File: src/rtl/ccff_bitstream_loader.sv
// ccff_bitstream_loader
// Takes bitstream words from a valid/ready source and shifts them MSB-first
// onto the configuration chain head. It also produces a per-cycle shift enable
// that drives the external prog_clk gate. Fabric I/O stays isolated (isol_n=0)
// until every chain bit has been loaded. A stall timeout flags a starved source.
// Optional feature macro: CCFF_READBACK_EN. When it is defined, the bits that
// leave through ccff_tail are collected into words on rb_data/rb_valid.
module ccff_bitstream_loader #(
  parameter int CHAIN_LEN = 512,
  parameter int WORD_W    = 32,
  parameter int TIMEOUT   = 1024
) (
  input  logic              prog_clk,
  input  logic              prog_reset,
  input  logic              start,
  input  logic [WORD_W-1:0] bs_data,
  input  logic              bs_valid,
  output logic              bs_ready,
  output logic              ccff_head,
  output logic              ccff_clk_en,
  input  logic              ccff_tail,
  output logic              isol_n,
  output logic              busy,
  output logic              done,
  output logic              err
`ifdef CCFF_READBACK_EN
  ,
  output logic [WORD_W-1:0] rb_data,
  output logic              rb_valid
`endif
);

  localparam int BCW = $clog2(CHAIN_LEN + 1);
  localparam int WCW = $clog2(WORD_W);
  localparam int SCW = (TIMEOUT > 0) ? $clog2(TIMEOUT + 1) : 1;

  localparam logic [BCW-1:0] LAST_BIT   = BCW'(CHAIN_LEN - 1);
  localparam logic [WCW-1:0] LAST_WBIT  = WCW'(WORD_W - 1);
  localparam logic [SCW-1:0] STALL_LAST = SCW'((TIMEOUT > 0) ? TIMEOUT - 1 : 0);

  typedef enum logic [2:0] {
    S_IDLE,
    S_LOAD,
    S_SHIFT,
    S_DONE,
    S_ERROR
  } state_t;

  state_t            r_state;
  logic              r_head;
  logic              r_clk_en;
  logic              r_isol_n;
  logic              r_busy;
  logic              r_done;
  logic              r_err;
  logic [BCW-1:0]    r_bit_cnt;
  logic [WCW-1:0]    r_wbit;
  logic [SCW-1:0]    r_stall_cnt;
  logic [WORD_W-1:0] r_sreg;

  logic w_accept;
  logic w_start_ok;

  assign bs_ready    = (r_state == S_LOAD);
  assign w_accept    = (r_state == S_LOAD) && bs_valid;
  // A start request is only honoured while no load is in flight.
  assign w_start_ok  = start && ((r_state == S_IDLE) || (r_state == S_DONE) ||
                                 (r_state == S_ERROR));

  assign ccff_head   = r_head;
  assign ccff_clk_en = r_clk_en;
  assign isol_n      = r_isol_n;
  assign busy        = r_busy;
  assign done        = r_done;
  assign err         = r_err;

  // Control FSM: word handshake, bit/word/stall counting and registered status.
  always_ff @(posedge prog_clk or posedge prog_reset) begin
    if (prog_reset) begin
      r_state     <= S_IDLE;
      r_head      <= 1'b0;
      r_clk_en    <= 1'b0;
      r_isol_n    <= 1'b0;
      r_busy      <= 1'b0;
      r_done      <= 1'b0;
      r_err       <= 1'b0;
      r_bit_cnt   <= '0;
      r_wbit      <= '0;
      r_stall_cnt <= '0;
    end else begin
      r_clk_en <= 1'b0;
      unique case (r_state)
        S_LOAD: begin
          if (bs_valid) begin
            r_state     <= S_SHIFT;
            r_stall_cnt <= '0;
          end else begin
            if (r_stall_cnt != '1) r_stall_cnt <= r_stall_cnt + 1'b1;
            if ((TIMEOUT != 0) && (r_stall_cnt == STALL_LAST)) begin
              r_state <= S_ERROR;
              r_err   <= 1'b1;
              r_busy  <= 1'b0;
            end
          end
        end
        S_SHIFT: begin
          r_head    <= r_sreg[WORD_W-1];
          r_clk_en  <= 1'b1;
          r_bit_cnt <= r_bit_cnt + 1'b1;
          if (r_bit_cnt == LAST_BIT) begin
            r_state <= S_DONE;
          end else if (r_wbit == LAST_WBIT) begin
            r_state <= S_LOAD;
            r_wbit  <= '0;
          end else begin
            r_wbit <= r_wbit + 1'b1;
          end
        end
        // Status flips on the edge after the final bit, together with the
        // enable dropping, so the chain is never released while still shifting.
        S_DONE: begin
          r_done   <= 1'b1;
          r_isol_n <= 1'b1;
          r_busy   <= 1'b0;
        end
        default: begin
        end
      endcase
      if (w_start_ok) begin
        r_state     <= S_LOAD;
        r_done      <= 1'b0;
        r_err       <= 1'b0;
        r_isol_n    <= 1'b0;
        r_busy      <= 1'b1;
        r_bit_cnt   <= '0;
        r_wbit      <= '0;
        r_stall_cnt <= '0;
      end
    end
  end

  // Shift register: capture the accepted word, then move it up one bit per SHIFT cycle.
  always_ff @(posedge prog_clk) begin
    if (w_accept) begin
      r_sreg <= bs_data;
    end else if (r_state == S_SHIFT) begin
      r_sreg <= {r_sreg[WORD_W-2:0], 1'b0};
    end
  end

`ifdef CCFF_READBACK_EN
  localparam logic [BCW-1:0] CHAIN_END = BCW'(CHAIN_LEN);

  logic [WORD_W-1:0] r_rb_acc;
  logic [WORD_W-1:0] r_rb_data;
  logic [WCW-1:0]    r_rb_idx;
  logic              r_rb_valid;
  logic [WORD_W-1:0] w_rb_acc_nxt;

  // Place the incoming tail bit at its MSB-first position in the current word.
  always_comb begin
    w_rb_acc_nxt = r_rb_acc;
    w_rb_acc_nxt[LAST_WBIT - r_rb_idx] = ccff_tail;
  end

  // Readback collector: one tail sample per chain shift, flushed per word or at the chain end.
  always_ff @(posedge prog_clk or posedge prog_reset) begin
    if (prog_reset) begin
      r_rb_acc   <= '0;
      r_rb_data  <= '0;
      r_rb_idx   <= '0;
      r_rb_valid <= 1'b0;
    end else begin
      r_rb_valid <= 1'b0;
      if (r_clk_en) begin
        // r_bit_cnt already counts the bit being shifted out on this edge.
        if ((r_rb_idx == LAST_WBIT) || (r_bit_cnt == CHAIN_END)) begin
          r_rb_data  <= w_rb_acc_nxt;
          r_rb_valid <= 1'b1;
          r_rb_acc   <= '0;
          r_rb_idx   <= '0;
        end else begin
          r_rb_acc <= w_rb_acc_nxt;
          r_rb_idx <= r_rb_idx + 1'b1;
        end
      end else if (w_start_ok) begin
        r_rb_acc <= '0;
        r_rb_idx <= '0;
      end
    end
  end

  assign rb_data  = r_rb_data;
  assign rb_valid = r_rb_valid;
`else
  logic w_unused_tail;
  assign w_unused_tail = ccff_tail;
`endif

endmodule

File: config.mk
export PLATFORM = sky130hd
export DESIGN_NAME = ccff_bitstream_loader
export DESIGN_NICKNAME = d
export VERILOG_FILES = /design/src/rtl/ccff_bitstream_loader.sv
export SDC_FILE = /design/constraint.sdc
export NUM_CORES = 1
export LEC_CHECK = 0
export ABC_CLOCK_PERIOD_IN_PS = 2500
export CAP_MARGIN = 10
export CORE_ASPECT_RATIO = 1.4
export CORE_MARGIN = 2
export CORE_UTILIZATION = 45
export CTS_CLUSTER_DIAMETER = 50
export DETAILED_ROUTE_END_ITERATION = 8
export GPL_ROUTABILITY_DRIVEN = 0
export GPL_TIMING_DRIVEN = 1
export PLACE_DENSITY = 0.7
export SYNTH_ARGS = -nofsm -noshare
export SYNTH_HDL_FRONTEND = slang
export SYNTH_SLANG_ARGS = --single-unit
export TNS_END_PERCENT = 20
File: constraint.sdc
create_clock -name prog_clk -period 2.5 [get_ports prog_clk]
set_input_delay 0.375 -clock prog_clk [delete_from_list [all_inputs] [get_ports prog_clk]]
set_output_delay 0.375 -clock prog_clk [all_outputs]
set_load 0.02 [all_outputs]
==> results.json, run 1 <==
{
  "clk_pin_slew_ns": 0.08,
  "antenna_found_initial": 0,
  "overflow": 0,
  "drtIter0Drc": 146,
  "yosysSeqAreaShare_pct": 56.7,
  "cp_cell_sequence": "nor3b_4, clkdlybuf4s50_1",
  "multi_input_area_um2": 1290,
  "crit_path_top_delay_cell": "clkdlybuf4s50_1",
  "synth-xor-area-share_pct": 2.19,
  "finalMaxSlewViolations": 0,
  "seq_area_um2": 1810,
  "die_w_um": 75.2,
  "dpl.hpwl_mm": 4.16,
  "place_area_um2": 3740,
  "crit_required_ns": 2.12,
  "cts_buffers": 9,
  "tightestPinTransition_ns": 0.719,
  "num_vias": 2224,
  "dr.max_layer_used": "met4",
  "syn_area_um2": 3190,
  "nFillCells": 583,
  "cts_tree": "yes",
  "route.met3.wl_um": 218,
  "cap_violations": 0,
  "grt_max_degree": 36,
  "synth.top_cell.area_share_pct": 30.1,
  "clock_path_buffers": 2,
  "ios": 44,
  "ant_nets": 0,
  "ys_ff_latch": 66,
  "design_power_total_mw": 4.14,
  "final_common_cell": "clkdlybuf4s50_1",
  "grt_pass1_wl_mm": 10.4,
  "layout_min_cycle_time_ns": 2.36,
  "yosysWarnings": 0,
  "syn-num-nets": 305,
  "layout_common_cells": "42 x clkdlybuf4s50_1, 34 x dfrtp_1, 32 x edfxtp_1, 26 x mux2_2, 16 x a21oi_1",
  "ir_drop_mv": 0.582,
  "worstSetupStartpointType": "flop",
  "cts_num_sinks": 66,
  "routed-wl-met2_mm": 3.19,
  "critPathCaptureType": "output pin",
  "fin_area_um2": 3990,
  "crit_fanout": 13,
  "fmax_mhz": 424,
  "rsz0062_at_grt": "false",
  "row_count": 36,
  "yosys-mux-area-fraction_pct": 11.3,
  "synth_top_family_by_area": "simple AND/OR/NAND/NOR gates",
  "wirelength_mm": 6.31,
  "fin_util_pct": 57.5,
  "synth_compound_area_share_pct": 10.3,
  "wl_met1_mm": 2.80,
  "yosys.area.top_type": "edfxtp_1",
  "drive_gt1_share_pct": 17.7,
  "slew_headroom_pct": 51.7,
  "wl_per_cell_um": 15.3,
  "fin_skew_ns": 0.00963,
  "async_flop_share_pct": 51.5,
  "grt_pass1_vias": 2188,
  "viasPerCell": 5.41,
  "cts_htree_levels": 3,
  "root_buffer": "clkbuf_8",
  "synth_area_leaders": "edfxtp_1 30%, dfrtp_1 27%, mux2_2 9.2%, a21oi_1 2.5%, mux2_1 2.1%",
  "run_status": "finished clean",
  "antenna_cells": 0,
  "grt_usage_pct": 17.3,
  "hold_path_class": "in2async",
  "yosysUniqueCellTypes": 53,
  "port-buffer-count": 42,
  "crit_arrival_ns": 1.98,
  "finalNetCount": 352,
  "insertion_delay_ns": 0.35,
  "area_growth_pct": 24.8,
  "max_stage_delay_ns": 0.68,
  "synth_edf_count": 32,
  "postSynthAreaPerCell_um2": 12.1,
  "yosys.area_share.simple_pct": 14.9,
  "fin_tns_setup_ns": 0,
  "drc": 0,
  "worstSetupPathType": "reg2out",
  "dieArea_um2": 7800,
  "synthFlopType": "dfrtp_1",
  "synthAdderAreaFrac_pct": 1.57,
  "p_leak_nw": 1.51,
  "power.density_cell_area_nw_per_um2": 1040,
  "hold_viol": 0,
  "netlist_instances": 264,
  "core_um2": 6940,
  "initial_core_util_pct": 46.0,
  "min_period_over_period_pct": 94.3,
  "fp.dieH_um": 104,
  "drt-pass1-iter-count": 6,
  "setup_viol": 0
}
-- per-layer routing --
layer | track usage (%) | vias to the layer above
met4 | 7.14 | 0
met5 | 0 | -
met3 | 3.79 | 11
met2 | 26.9 | 40
li1 | - | 1094
met1 | 23.1 | 1079
-- sequential cells by signal, summed over array words and instances, names as in the netlist --
register	cells
ccff_head	1
r_sreg	32
done	1
r_stall_cnt	11
err	1
ccff_clk_en	1
busy	1
r_bit_cnt	10
r_state	3
r_wbit	5
-- Yosys cell counts, drive strengths merged, types with 2 or more instances --
library cell and number:
dfrtp 34, edfxtp 32, mux2 32, a21oi 16, nand2 16, nor2 13, nand3 10, inv 9
buf 7, o31ai 7, or4 7, clkbuf 6, nand4 6, xnor2 6, o21ai 5, and4 4
ha 4, nor3 4, a31o 3, and3 3, o211ai 3, a211oi 2, and2 2, nand2b 2
nand3b 2, nand4b 2, nor4b 2, o21a 2, xor2 2
-- cell type report --
| class | count | share of cell area, % |
|---|---|---|
| inverters | 10 | 0.941 |
| well taps | 95 | 2.98 |
| clock inverters | 7 | 2.92 |
| multi-input cells | 175 | 32.4 |
| repair buffers | 49 | 12.2 |
| clock buffers | 9 | 3.11 |
| flip-flops and latches | 66 | 45.4 |
-- through the flow --
stage | hold WS (ns) | std cells | setup WS (ns)
after detailed placement | 0.444 | 395 | 0.180
after global placement | 0.433 | 395 | 0.224
after CTS | 0.441 | 411 | 0.0500
after floorplan | 0.415 | 264 | 0.148
after global routing | 0.479 | 411 | 0.0690
final | 0.434 | 411 | 0.142
-- cell families (layout without fill, tap and decap cells) --
group	after synthesis	count (layout)
simple gates	82	82
buf+inv	23	75
compound gates	49	49
xor+xnor	8	8
fa+ha+maj	4	4
mux	32	32
flops	66	66
-- power by group --
part / switching (mW) / leakage, nW / internal (mW)
logic: 0.662 / 0.634 / 0.604
clock network: 0.426 / 0.120 / 0.662
registers: 0.174 / 0.761 / 1.61
-- worst max-delay path: cells and delay by family, from the launching register on --
family        cells  cell delay (ns)
buf+inv           1             0.68
flops             1             0.56
simple gates      1             0.40
-- worst paths after layout --
| check | start | endpoint | slack (ns) | cells after the start |
|---|---|---|---|---|
| worst max-delay path | r_state[0] | bs_ready | 0.14 | 2 |
| worst min-delay path | prog_reset | r_stall_cnt[7] | 0.43 | 3 |
| worst max register to register | r_state[2] | r_stall_cnt[2] | 0.35 | 4 |
| worst min register to register | r_sreg[31] | ccff_head | 0.45 | 2 |
| max in group asynchronous | prog_reset | r_bit_cnt[7] | 1.75 | 3 |
| min in group prog_clk | r_sreg[31] | ccff_head | 0.45 | 2 |
-- timing repair --
action | 4_1_cts | 5_1_grt
hold buffers | 0 | 0
buffers inserted | 0 | 0
resized for setup | 0 | 1
endpoints found under the setup margin | 0 | 1
Power figures use the tool's default switching activity.
==> inputs of run 2 (changes only) <==
Settings changed: CORE_UTILIZATION 45 to 49, PLACE_DENSITY 0.7 to 0.75.
==> results.json, run 2 (synthesis results as in run 1) <==
{
  "port-buffer-count": 42,
  "final_common_cell": "clkdlybuf4s50_1",
  "layout_common_cells": "42 x clkdlybuf4s50_1, 34 x dfrtp_1, 32 x edfxtp_1, 26 x mux2_2, 16 x a21oi_1",
  "run_status": "finished clean",
  "finalMaxSlewViolations": 0,
  "crit_arrival_ns": 1.91,
  "fin_ws_ns": 0.211,
  "swShare_pct": 32.0,
  "setup_viol": 0,
  "grt_usage_pct": 17.4,
  "cts_resized": 0,
  "insertion_delay_ns": 0.35,
  "drive_gt1_share_pct": 18.0,
  "power_switching_mw": 1.27,
  "cts_num_sinks": 66,
  "dpl.hpwl_mm": 4.20,
  "ir_drop_mv": 0.601,
  "cts_tree": "yes",
  "r2r_cells": 4,
  "clk_pin_slew_ns": 0.07,
  "fin_skew_ns": 0.00932,
  "die_w_um": 72.2,
  "grt_max_degree": 35,
  "crit_fanout": 13,
  "cts_setup_buffers": 0,
  "cts_htree_levels": 3,
  "layout_min_cycle_time_ns": 2.29,
  "p_int_mw": 2.70,
  "fp.dieH_um": 99.5,
  "rsz0062_at_grt": "false",
  "nFillCells": 491,
  "finalNetCount": 353,
  "ant_nets": 0,
  "top_register": "r_sreg",
  "drt-pass1-iter-count": 4,
  "cts_buffers": 9,
  "antenna_cells": 0,
  "crit_required_ns": 2.12,
  "viasPerCell": 5.74,
  "dp.cells": 373,
  "p_leak_nw": 1.51,
  "fin_area_um2": 3940,
  "worstSetupStartpointType": "flop",
  "wl_per_cell_um": 15.5,
  "wirelength_mm": 6.05,
  "initial_core_util_pct": 51.1,
  "largest_reg_flops": 32,
  "core_um2": 6250,
  "p_comb_share_pct": 32.3,
  "antenna_found_initial": 0,
  "worstSetupPathType": "reg2out",
  "fin_tns_setup_ns": 0,
  "fmax_mhz": 437,
  "slew_headroom_pct": 53.2,
  "overflow": 0,
  "grt_pass1_wl_mm": 9.66,
  "tightestPinTransition_ns": 0.698,
  "drtIter0Drc": 185,
  "cts_hold_buf": 0,
  "pre_cts_ws_ns": 0.177,
  "area_growth_pct": 23.2,
  "min_period_over_period_pct": 91.6,
  "row_count": 34,
  "cap_violations": 0,
  "clock_path_buffers": 2,
  "hold_viol": 0,
  "drc": 0,
  "hold_path_class": "in2async",
  "root_buffer": "clkbuf_8",
  "power.density_cell_area_nw_per_um2": 1010,
  "stdcell_count": 389,
  "whs_ns": 0.433,
  "critPathCaptureType": "output pin",
  "p_seq_share_pct": 44.8,
  "dieArea_um2": 7190,
  "place_area_um2": 3730,
  "ios": 44,
  "grt_pass1_vias": 2149,
  "top_regs": "r_sreg (32), r_stall_cnt (11), r_bit_cnt (10)",
  "num_vias": 2234,
  "clkPwrFrac_pct": 22.8
}
## run 2: cell count changes in the layout (fill, tap and decap cells not counted)
cell | previous run | this run
clkinv_4 | 0 | 4
bufinv_16 | 3 | 1
buf_12 | 1 | 2
clkinv_2 | 2 | 1
clkinvlp_4 | 1 | 0
nor3b_2 | 0 | 1
nor3b_4 | 1 | 0
## run 2: final timing paths
check / endpoint / slack [ns] / start
min in group prog_clk: ccff_head / 0.47 / r_sreg[31]
worst max-delay path: bs_ready / 0.21 / r_state[0]
worst min register to register: ccff_head / 0.47 / r_sreg[31]
max in group asynchronous: r_bit_cnt[9] / 1.76 / prog_reset
worst max register to register: r_stall_cnt[4] / 0.45 / r_state[0]
worst min-delay path: r_stall_cnt[0] / 0.43 / prog_reset
## run 2: power by group through the flow
| stage | combinational [mW] | clock, mW | sequential, mW |
|---|---|---|---|
| 4_1_cts | 1.31 | 0.920 | 1.78 |
| 6_report | 1.28 | 0.905 | 1.78 |
| 3_5_place_dp | 1.30 | 0 | 1.80 |
| 5_1_grt | 1.42 | 0.968 | 1.82 |
| 2_1_floorplan | 0.857 | 0 | 1.78 |
| 3_3_place_gp | 1.27 | 0 | 1.79 |
## run 2: through the flow
| step | total power, mW | util (%) |
|---|---|---|
| after floorplan | 2.64 | - |
| after global placement | 3.06 | 59.7 |
| after detailed placement | 3.11 | 59.7 |
| after CTS | 4.01 | 62.9 |
| after global routing | 4.21 | 62.9 |
| final | 3.97 | 62.9 |
## run 2: cell type report
class	instances	area, um2	share of cell area [%]
inverters	10	37.5	0.954
repair buffers	50	505	12.8
flip-flops and latches	66	1810	46.0
clock buffers	9	124	3.15
well taps	72	90.1	2.29
clock inverters	7	78.8	2.00
multi-input cells	175	1290	32.7
## run 2: layer usage
layer | vias to the layer above | GRT usage [%] | share of wire, % | wire length, um
met2 | 48 | 29.4 | 49 | 2990
met5 | - | 0 | 0 | 0
li1 | 1101 | - | - | -
met1 | 1077 | 21.3 | 45 | 2690
met4 | 0 | 5.95 | 1.4 | 82
met3 | 8 | 4.96 | 4.7 | 284
## run 2: critical path: stages (launching register included)
cell             delay, ns
dfrtp_1               0.55
nor3b_2               0.25
buf_4                 0.17
clkdlybuf4s50_1       0.60
